[src/rtl/fnd_scan_controller.sv]
`default_nettype none
// +----------------------------------------------------------------------------+
// | Module      : fnd_scan_controller                                          |
// | Description : Time-multiplexed scan driver for a 4-digit FND. Steps a      |
// |               digit pointer at a programmable rate and presents the digit  |
// |               index with its nibble. New display values are double-       |
// |               buffered and only take effect at frame boundaries.           |
// |                                                                            |
// | Parameters  : CLK_DIV        clk cycles per digit slot (>= 1)              |
// |                                                                            |
// | Ports       : i_clk          system clock, rising edge                     |
// |               i_reset        synchronous, active-high reset                |
// |               i_enable       scan enable; low freezes scan, blanks display |
// |               i_load         strobe: capture i_bcd into the shadow word    |
// |               i_bcd[15:0]    display value, [3:0] = digit 0 (rightmost)    |
// |               o_digitSelect  current digit index -> select decoder         |
// |               o_value[3:0]   nibble of current digit -> segment decoder    |
// |               o_en           display enable -> both decoders               |
// |               o_frameDone    one-cycle pulse after the 3 -> 0 wrap         |
// |                                                                            |
// | Build macro : FND_LZ_BLANK_EN  when defined, leading-zero digits are       |
// |                                blanked by forcing o_en low in their slot   |
// |                                                                            |
// | Revision    : 1.0  initial release                                         |
// +----------------------------------------------------------------------------+
module fnd_scan_controller #(
    parameter int CLK_DIV = 100000
) (
    input  logic        i_clk,
    input  logic        i_reset,
    input  logic        i_enable,
    input  logic        i_load,
    input  logic [15:0] i_bcd,
    output logic [1:0]  o_digitSelect,
    output logic [3:0]  o_value,
    output logic        o_en,
    output logic        o_frameDone
);

    localparam int                c_PRE_W = (CLK_DIV > 1) ? $clog2(CLK_DIV) : 1;
    localparam logic [c_PRE_W-1:0] c_PRE_LAST = c_PRE_W'(CLK_DIV - 1);

    logic [c_PRE_W-1:0] r_prescaler;
    logic [1:0]         r_digit;
    logic [15:0]        r_active;
    logic [15:0]        r_shadow;
    logic               r_pending;
    logic               r_en;
    logic               r_frame_done;

    logic               w_tick;
    logic               w_wrap;

    assign w_tick = i_enable && (r_prescaler == c_PRE_LAST);
    assign w_wrap = w_tick && (r_digit == 2'd3);

    always_ff @(posedge i_clk) begin
        if (i_reset) begin
            r_prescaler  <= '0;
            r_digit      <= 2'd0;
            r_active     <= 16'h0000;
            r_shadow     <= 16'h0000;
            r_pending    <= 1'b0;
            r_en         <= 1'b0;
            r_frame_done <= 1'b0;
        end else begin
            r_en         <= i_enable;
            r_frame_done <= w_wrap;

            if (i_enable) begin
                r_prescaler <= w_tick ? '0 : r_prescaler + 1'b1;
            end
            if (w_tick) begin
                r_digit <= r_digit + 2'd1;
            end

            // A load coinciding with the wrap bypasses the shadow so the new
            // value is shown from digit 0 of the frame that starts now.
            if (w_wrap && i_load) begin
                r_active  <= i_bcd;
                r_shadow  <= i_bcd;
                r_pending <= 1'b0;
            end else if (i_load) begin
                r_shadow  <= i_bcd;
                r_pending <= 1'b1;
            end else if (w_wrap && r_pending) begin
                r_active  <= r_shadow;
                r_pending <= 1'b0;
            end
        end
    end

    // Zero-latency mux keeps the nibble aligned with the digit index.
    assign o_value       = r_active[{r_digit, 2'b00} +: 4];
    assign o_digitSelect = r_digit;
    assign o_frameDone   = r_frame_done;

`ifdef FND_LZ_BLANK_EN
    // Digit k is a leading zero when nibbles k..3 are all zero; digit 0 is
    // never blanked so a zero value still shows a single "0".
    logic w_blank;

    always_comb begin
        w_blank = 1'b0;
        case (r_digit)
            2'd3:    w_blank = (r_active[15:12] == 4'h0);
            2'd2:    w_blank = (r_active[15:8]  == 8'h00);
            2'd1:    w_blank = (r_active[15:4]  == 12'h000);
            default: w_blank = 1'b0;
        endcase
    end

    assign o_en = r_en && !w_blank;
`else
    assign o_en = r_en;
`endif

endmodule
`default_nettype wire
[config.mk]
export PLATFORM = sky130hd
export DESIGN_NAME = fnd_scan_controller
export DESIGN_NICKNAME = d
export VERILOG_FILES = /design/src/rtl/fnd_scan_controller.sv
export SDC_FILE = /design/constraint.sdc
export NUM_CORES = 1
export LEC_CHECK = 0
export CAP_MARGIN = 20
export CORE_UTILIZATION = 58
export CTS_CLUSTER_DIAMETER = 150
export DETAILED_ROUTE_END_ITERATION = 10
export PLACE_DENSITY = 0.93
export SLEW_MARGIN = 15
export SYNTH_ARGS = -nofsm -noshare
export SYNTH_HDL_FRONTEND = slang
export SYNTH_SLANG_ARGS = --single-unit
[constraint.sdc]
create_clock -name i_clk -period 3.6 [get_ports i_clk]
set_clock_uncertainty 0.05 [all_clocks]
set_input_delay 0.72 -clock i_clk [delete_from_list [all_inputs] [get_ports i_clk]]
set_output_delay 0.72 -clock i_clk [all_outputs]
set_load 0.005 [all_outputs]
==> results_dict.tcl, run 1 <==
set metrics [dict create \
    status "completed" \
    final_layout_size_suffix_gt1_share_pct 13.4 \
    crit_path_top_delay_cell "clkdlybuf4s50_1" \
    yosysUniqueCellTypes 33 \
    die_w_um 64.6 \
    ys_seq_area_share_pct 47.5 \
    syn_to_final_growth_pct 16.9 \
    cpPeakStageDelay_ns 0.66 \
    root_buffer "clkbuf_8" \
    insertion_delay_ns 0.30 \
    syn_inst 221 \
    grt_first_pass_wirelength_mm 7.53 \
    io_pins 28 \
    hold_start "r_shadow[10]$_SDFFE_PP0P_" \
    routedWlPerCell_um 15.1 \
    cts.sinks 54 \
    leakage_nw 0.989 \
    wl_mm 4.46 \
    routed_via_density 5.60 \
    crit_start "i_enable" \
    cts_buffer_depth 2 \
    drc 0 \
    dieHeight_um 64.6 \
    r2r-start "r_prescaler[13]$_SDFFE_PP0P_" \
    cts-resized-gates 0 \
    grt_usage_pct 24.1 \
    first_global_vias 1596 \
    post-route-min-period_ns 2.85 \
    portBuffers 27 \
    timing.final.crit_share_pct 79.3 \
    crit_arrival_ns 3.00 \
    dp_hpwl_mm 3.15 \
    synth_top_area_share_pct 47.5 \
    core_sq_mm 0.00372 \
    row_count 22 \
    dp_cells 288 \
    cap_viol_max_count 0 \
    cts_tree "built" \
    antenna_found_initial 0 \
    insertedDiodeCount 0 \
    setup_viol_count_final 0 \
    tightest_slew_ns 0.584 \
    die-area_sq_mm 0.00418 \
    synth_nets 243 \
    final_cells 295 \
    gp_congestion 0.876 \
    crit_fanout 16 \
    postCtsHoldBufs 0 \
    critPathCaptureType "flip-flop" \
    drt-initial-drc-count 119 \
    synth_area_sq_mm 0.00227 \
    min_path_type "reg2reg" \
    postCtsSetupBuffers 0 \
    worstPathRequired_ns 3.74 \
    synth-seq-cells 54 \
    multi_input_area_sq_mm 0.00113 \
    htreeDepth 2 \
    grt_overflow 0 \
    clock.fmax_mhz 350 \
    num_vias 1652 \
    p_per_area_mw_per_mm2 373 \
    report.final.slew_viol_count 0 \
    power_w 0.000992 \
    crit_chain "clkdlybuf4s50_1 > nand3_1 > or2_2 > nor4b_4 > buf_4 > mux2_2" \
    initial_core_util_pct 61.2 \
    hold_violations 0 \
    grt_max_degree 26 \
    cp-start-kind "primary input" \
    ant_nets 0 \
    slew_headroom_pct 61.0 \
    worst-setup-path-type "in2reg" \
    firstDrtPassIters 4 \
    clk_pin_slew_ns 0.09 \
    nets 269 \
    fill_cells 263 \
    peakVddDrop_mv 0.269 \
    synth_warnings 0 \
    rsz0062_at_grt "false" \
    seq_area_sq_mm 0.00108 \
    fin_setup_tns_ns 0 \
    synth_area_leaders "dfxtp_1 48%, mux2_2 7.9%, mux2i_1 7.0%" \
    yosysTopAreaCell "dfxtp_1" \
    cts-buffers-inserted 5 \
    synth.avg_cell_area_sq_um 10.3 \
]
==> Yosys cell counts, drive strengths merged <==
| cell | instances |
|---|---|
| mux2 | 16 |
| or4b | 1 |
| clkbuf | 7 |
| nand3 | 4 |
| and3 | 1 |
| mux2i | 16 |
| xor2 | 4 |
| o21ai | 2 |
| dfxtp | 54 |
| nor2 | 36 |
| o21bai | 1 |
| nand2 | 5 |
| nor3b | 1 |
| or3 | 1 |
| or2 | 1 |
| buf | 5 |
| mux4 | 4 |
| and4b | 1 |
| nor3 | 3 |
| xnor2 | 11 |
| inv | 2 |
| nand4bb | 1 |
| a21oi | 4 |
| o211ai | 2 |
| nand4 | 8 |
| nor4b | 1 |
| nor2b | 17 |
| ha | 2 |
| nand2b | 2 |
| nor4 | 8 |
==> report_power, final <==
part	switching [W]	internal (W)	total [W]
clock network	0.000176	0.000134	0.000310
registers	0.00000488	0.000610	0.000615
logic	0.0000319	0.0000353	0.0000672
total	0.000213	0.000779	0.000992
==> sequential cells by signal, summed over array words and instances, names as in the netlist <==
name	cells
r_prescaler	17
r_pending	1
o_frameDone	1
o_en	1
r_active	16
r_shadow	16
o_digitSelect	2
==> routing by layer <==
metal	routed length [um]	GRT usage, %
met4	43	5.83
met1	1880	29.8
met5	0	0
met3	231	7.04
met2	2310	41.2
==> per-stage QoR <==
stage	hold slack [ns]	worst slack [ns]	instance area, sq um	util, %
floorplan	0.412	0.966	2270	-
global placement	0.429	0.599	2580	69.4
detailed placement	0.452	0.483	2580	69.4
CTS	0.472	0.779	2660	71.5
global route	0.493	0.664	2660	71.5
finish	0.462	0.745	2660	71.5
==> final cells by class <==
type | instances | area share, %
multi-input cells | 153 | 42.5
clock buffers | 6 | 2.73
repair buffers | 31 | 11.3
flip-flops and latches | 54 | 40.7
well taps | 48 | 2.26
clock inverters | 1 | 0.282
inverters | 2 | 0.282
==> critical path: cells and delay by family <==
kind	cells	cell delay [ns]
multiplexers	1	0.37
buffers and inverters	2	0.94
AND/OR/NAND/NOR	3	0.96
==> logic make-up (layout without fill, tap and decap cells) <==
family / after synthesis / in the layout / share of synthesized area [%]
compound gates: 9 / 9 / 2.31
xor+xnor: 15 / 15 / 5.78
fa+ha+maj: 2 / 2 / 1.10
buf+inv: 14 / 40 / 2.81
flops: 54 / 54 / 47.5
mux: 36 / 36 / 18.9
simple gates: 91 / 91 / 21.6
==> path summary, 6_finish.rpt <==
check / depth (start not counted) / slack (ns) / end
setup / recovery: 6 / 0.75 / r_active[13]$_SDFFE_PP0P_
hold / removal: 2 / 0.46 / r_shadow[10]$_SDFFE_PP0P_
setup reg to reg: 5 / 1.21 / r_active[13]$_SDFFE_PP0P_
hold reg to reg: 2 / 0.46 / r_shadow[10]$_SDFFE_PP0P_
==> cells in the final DEF (no fill, tap or decap), types with 2 or more instances in the layout <==
cell and n:
a21oi_1 4, nor2b_1 17, mux2i_1 16, buf_4 4, nor4_1 8, nand4_1 8, o211ai_1 2, nand3_1 4
xor2_1 4, mux4_2 4, nor2_1 36, dfxtp_1 54, inv_1 2, nand2b_1 2, xnor2_1 11, mux2_2 16
clkdlybuf4s50_1 27, o21ai_0 2, nand2_1 5, nor3_1 3, ha_1 2, clkbuf_8 5
Power figures use the tool's default switching activity.
==> inputs of run 2 (changes only) <==
--- a/config.mk
+++ b/config.mk
@@ -6,10 +6,10 @@
 export NUM_CORES = 1
 export LEC_CHECK = 0
 export CAP_MARGIN = 20
-export CORE_UTILIZATION = 58
+export CORE_UTILIZATION = 54
 export CTS_CLUSTER_DIAMETER = 150
 export DETAILED_ROUTE_END_ITERATION = 10
-export PLACE_DENSITY = 0.93
+export PLACE_DENSITY = 0.88
 export SLEW_MARGIN = 15
 export SYNTH_ARGS = -nofsm -noshare
 export SYNTH_HDL_FRONTEND = slang
==> constraint.sdc (replaced) <==
create_clock -name i_clk -period 2.85 [get_ports i_clk]
set_clock_uncertainty 0.05 [all_clocks]
set_input_delay 0.57 -clock i_clk [delete_from_list [all_inputs] [get_ports i_clk]]
set_output_delay 0.57 -clock i_clk [all_outputs]
set_load 0.005 [all_outputs]
==> results_dict.tcl, run 2 (same netlist as run 1, synthesis figures left out) <==
set metrics [dict create \
    status "completed" \
    seq_area_sq_mm 0.00108 \
    firstDrtPassIters 6 \
    reg.largest.list "r_prescaler: 17 flops, r_active: 16 flops, r_shadow: 16 flops" \
    grt_overflow 0 \
    grt_usage_pct 20.6 \
    final_cells 300 \
    leakage_nw 1.00 \
    hold_path_depth 2 \
    min_path_type "reg2reg" \
    tightest_slew_ns 0.385 \
    r2r-start "r_prescaler[12]$_SDFFE_PP0P_" \
    cp-start-kind "flip-flop" \
    initial_core_util_pct 56.5 \
    grt_first_pass_wirelength_mm 6.78 \
    portBuffers 27 \
    r2r-end "r_active[14]$_SDFFE_PP0P_" \
    report.final.slew_viol_count 0 \
    drt-initial-drc-count 82 \
    dieHeight_um 66.9 \
    cpPeakStageDelay_ns 0.56 \
    slew_headroom_pct 74.3 \
    gr-usage-met2_pct 33.6 \
    cp_top_family "flip-flops" \
    crit_chain "mux4_2 > clkdlybuf4s50_1" \
    cts_tree "built" \
    worst-setup-path-type "reg2out" \
    cts_buffer_depth 2 \
    gp_congestion 0.801 \
    dp_cells 293 \
    top_usage_layer "met2" \
    hold_start "r_prescaler[1]$_SDFFE_PP0P_" \
    drc 0 \
    multi_input_area_sq_mm 0.00113 \
    clock.fmax_mhz 398 \
    routed_via_density 5.45 \
    crit_arrival_ns 1.89 \
    root_buffer "clkbuf_8" \
    final_common_cell "dfxtp_1" \
    reg2reg_depth 5 \
    setup_viol_count_final 0 \
    postCtsHoldBufs 0 \
    crit_path_top_delay_cell "dfxtp_1" \
    dp_hpwl_mm 2.94 \
    num_vias 1634 \
    worst-path-buf-inv 1 \
    top_register "r_prescaler" \
    use_met3_pct 6.85 \
    final_layout_size_suffix_gt1_share_pct 14.0 \
    cts-buffers-inserted 5 \
    nets 272 \
    p_per_area_mw_per_mm2 469 \
    antenna_found_initial 0 \
    post-route-min-period_ns 2.51 \
    ant_nets 0 \
    largest_register_ffs 17 \
    peakVddDrop_mv 0.315 \
    final_cell_mix "54 x dfxtp_1, 36 x nor2_1, 27 x clkdlybuf4s50_1" \
    fin_setup_tns_ns 0 \
    cap_viol_max_count 0 \
    first_global_vias 1564 \
    cts-resized-gates 0 \
    timing.final.crit_share_pct 88.2 \
    post-route-util_pct 66.5 \
    gr-usage-met1_pct 24.6 \
    crit_fanout 8 \
    insertedDiodeCount 0 \
    row_count 23 \
    critPathCaptureType "output pin" \
    regToRegSetupSlack_ns 0.45 \
    cts.sinks 54 \
    hold_violations 0 \
    die_w_um 66.9 \
    insertion_delay_ns 0.30 \
    postCtsSetupBuffers 0 \
    rsz0062_at_grt "false" \
    wl_mm 4.13 \
    clk_pin_slew_ns 0.09 \
    htreeDepth 2 \
    core_sq_mm 0.00403 \
    die-area_sq_mm 0.00448 \
    worstHoldEndpoint "r_prescaler[1]$_SDFFE_PP0P_" \
    routedWlPerCell_um 13.8 \
    grt_max_degree 25 \
    syn_to_final_growth_pct 17.8 \
    fill_cells 317 \
    worstPathRequired_ns 2.23 \
    io_pins 28 \
]
run 2: changes by cell type in the layout (fill, tap and decap cells not counted), sizes merged:
cell / delta
clkinvlp: -1
buf: +3
clkbuf: +1
run 2: metal layers:
metal / wire length, um / share of wire, %
met1: 1940 / 47
met2: 1930 / 47
met3: 197 / 4.8
met4: 59 / 1.4
met5: 0 / 0
run 2: where the power goes:
group          switching [W]  internal, W  leakage, nW
Sequential        0.00000569     0.000771        0.439
Combinational      0.0000384    0.0000464        0.527
Clock               0.000225     0.000170       0.0383
Total               0.000269     0.000987         1.00
run 2: area by class of cell:
class | instances | share of cell area, %
repair buffers | 34 | 12.0
inverters | 2 | 0.280
flip-flops and latches | 54 | 40.3
multi-input cells | 153 | 42.2
clock buffers | 7 | 2.85
well taps | 50 | 2.33
run 2: worst reg2reg max path: stages (launching register included):
cell	delay (ns)
dfxtp_1	0.34
or4b_1	0.58
nand4bb_1	0.39
nor4b_4	0.29
buf_4	0.27
mux2_2	0.37
run 2: how the worst max path moves through the flow:
stage,cells after the start,start,slack (ns),to
2_1_floorplan,7,i_enable,0.37,r_active[0]$_SDFFE_PP0P_
3_3_place_gp,6,i_enable,0.30,r_active[7]$_SDFFE_PP0P_
3_5_place_dp,6,i_enable,0.27,r_active[14]$_SDFFE_PP0P_
4_1_cts,2,o_digitSelect[0]$_SDFFE_PP0N_,0.31,o_value[2]
6_report,2,o_digitSelect[0]$_SDFFE_PP0N_,0.34,o_value[2]
5_1_grt,2,o_digitSelect[0]$_SDFFE_PP0N_,0.24,o_value[2]
run 2: metrics by stage:
| step | worst slack, ns | hold WS, ns | area [sq um] | power [W] |
|---|---|---|---|---|
| global route | 0.238 | 0.498 | 2680 | 0.00131 |
| global placement | 0.305 | 0.425 | 2600 | 0.000877 |
| floorplan | 0.366 | 0.412 | 2270 | 0.000837 |
| detailed placement | 0.267 | 0.438 | 2600 | 0.000880 |
| CTS | 0.315 | 0.451 | 2680 | 0.00126 |
| finish | 0.338 | 0.446 | 2680 | 0.00126 |
==> inputs of run 3 (changes only) <==
--- a/config.mk
+++ b/config.mk
@@ -5,9 +5,10 @@
 export SDC_FILE = /design/constraint.sdc
 export NUM_CORES = 1
 export LEC_CHECK = 0
+export ABC_CLOCK_PERIOD_IN_PS = 2850
 export CAP_MARGIN = 20
 export CORE_UTILIZATION = 54
-export CTS_CLUSTER_DIAMETER = 150
+export CTS_CLUSTER_DIAMETER = 30
 export DETAILED_ROUTE_END_ITERATION = 10
 export PLACE_DENSITY = 0.88
 export SLEW_MARGIN = 15
==> results of run 3 <==
Same layout as run 2: the final DEF is identical, and so are final timing and power.
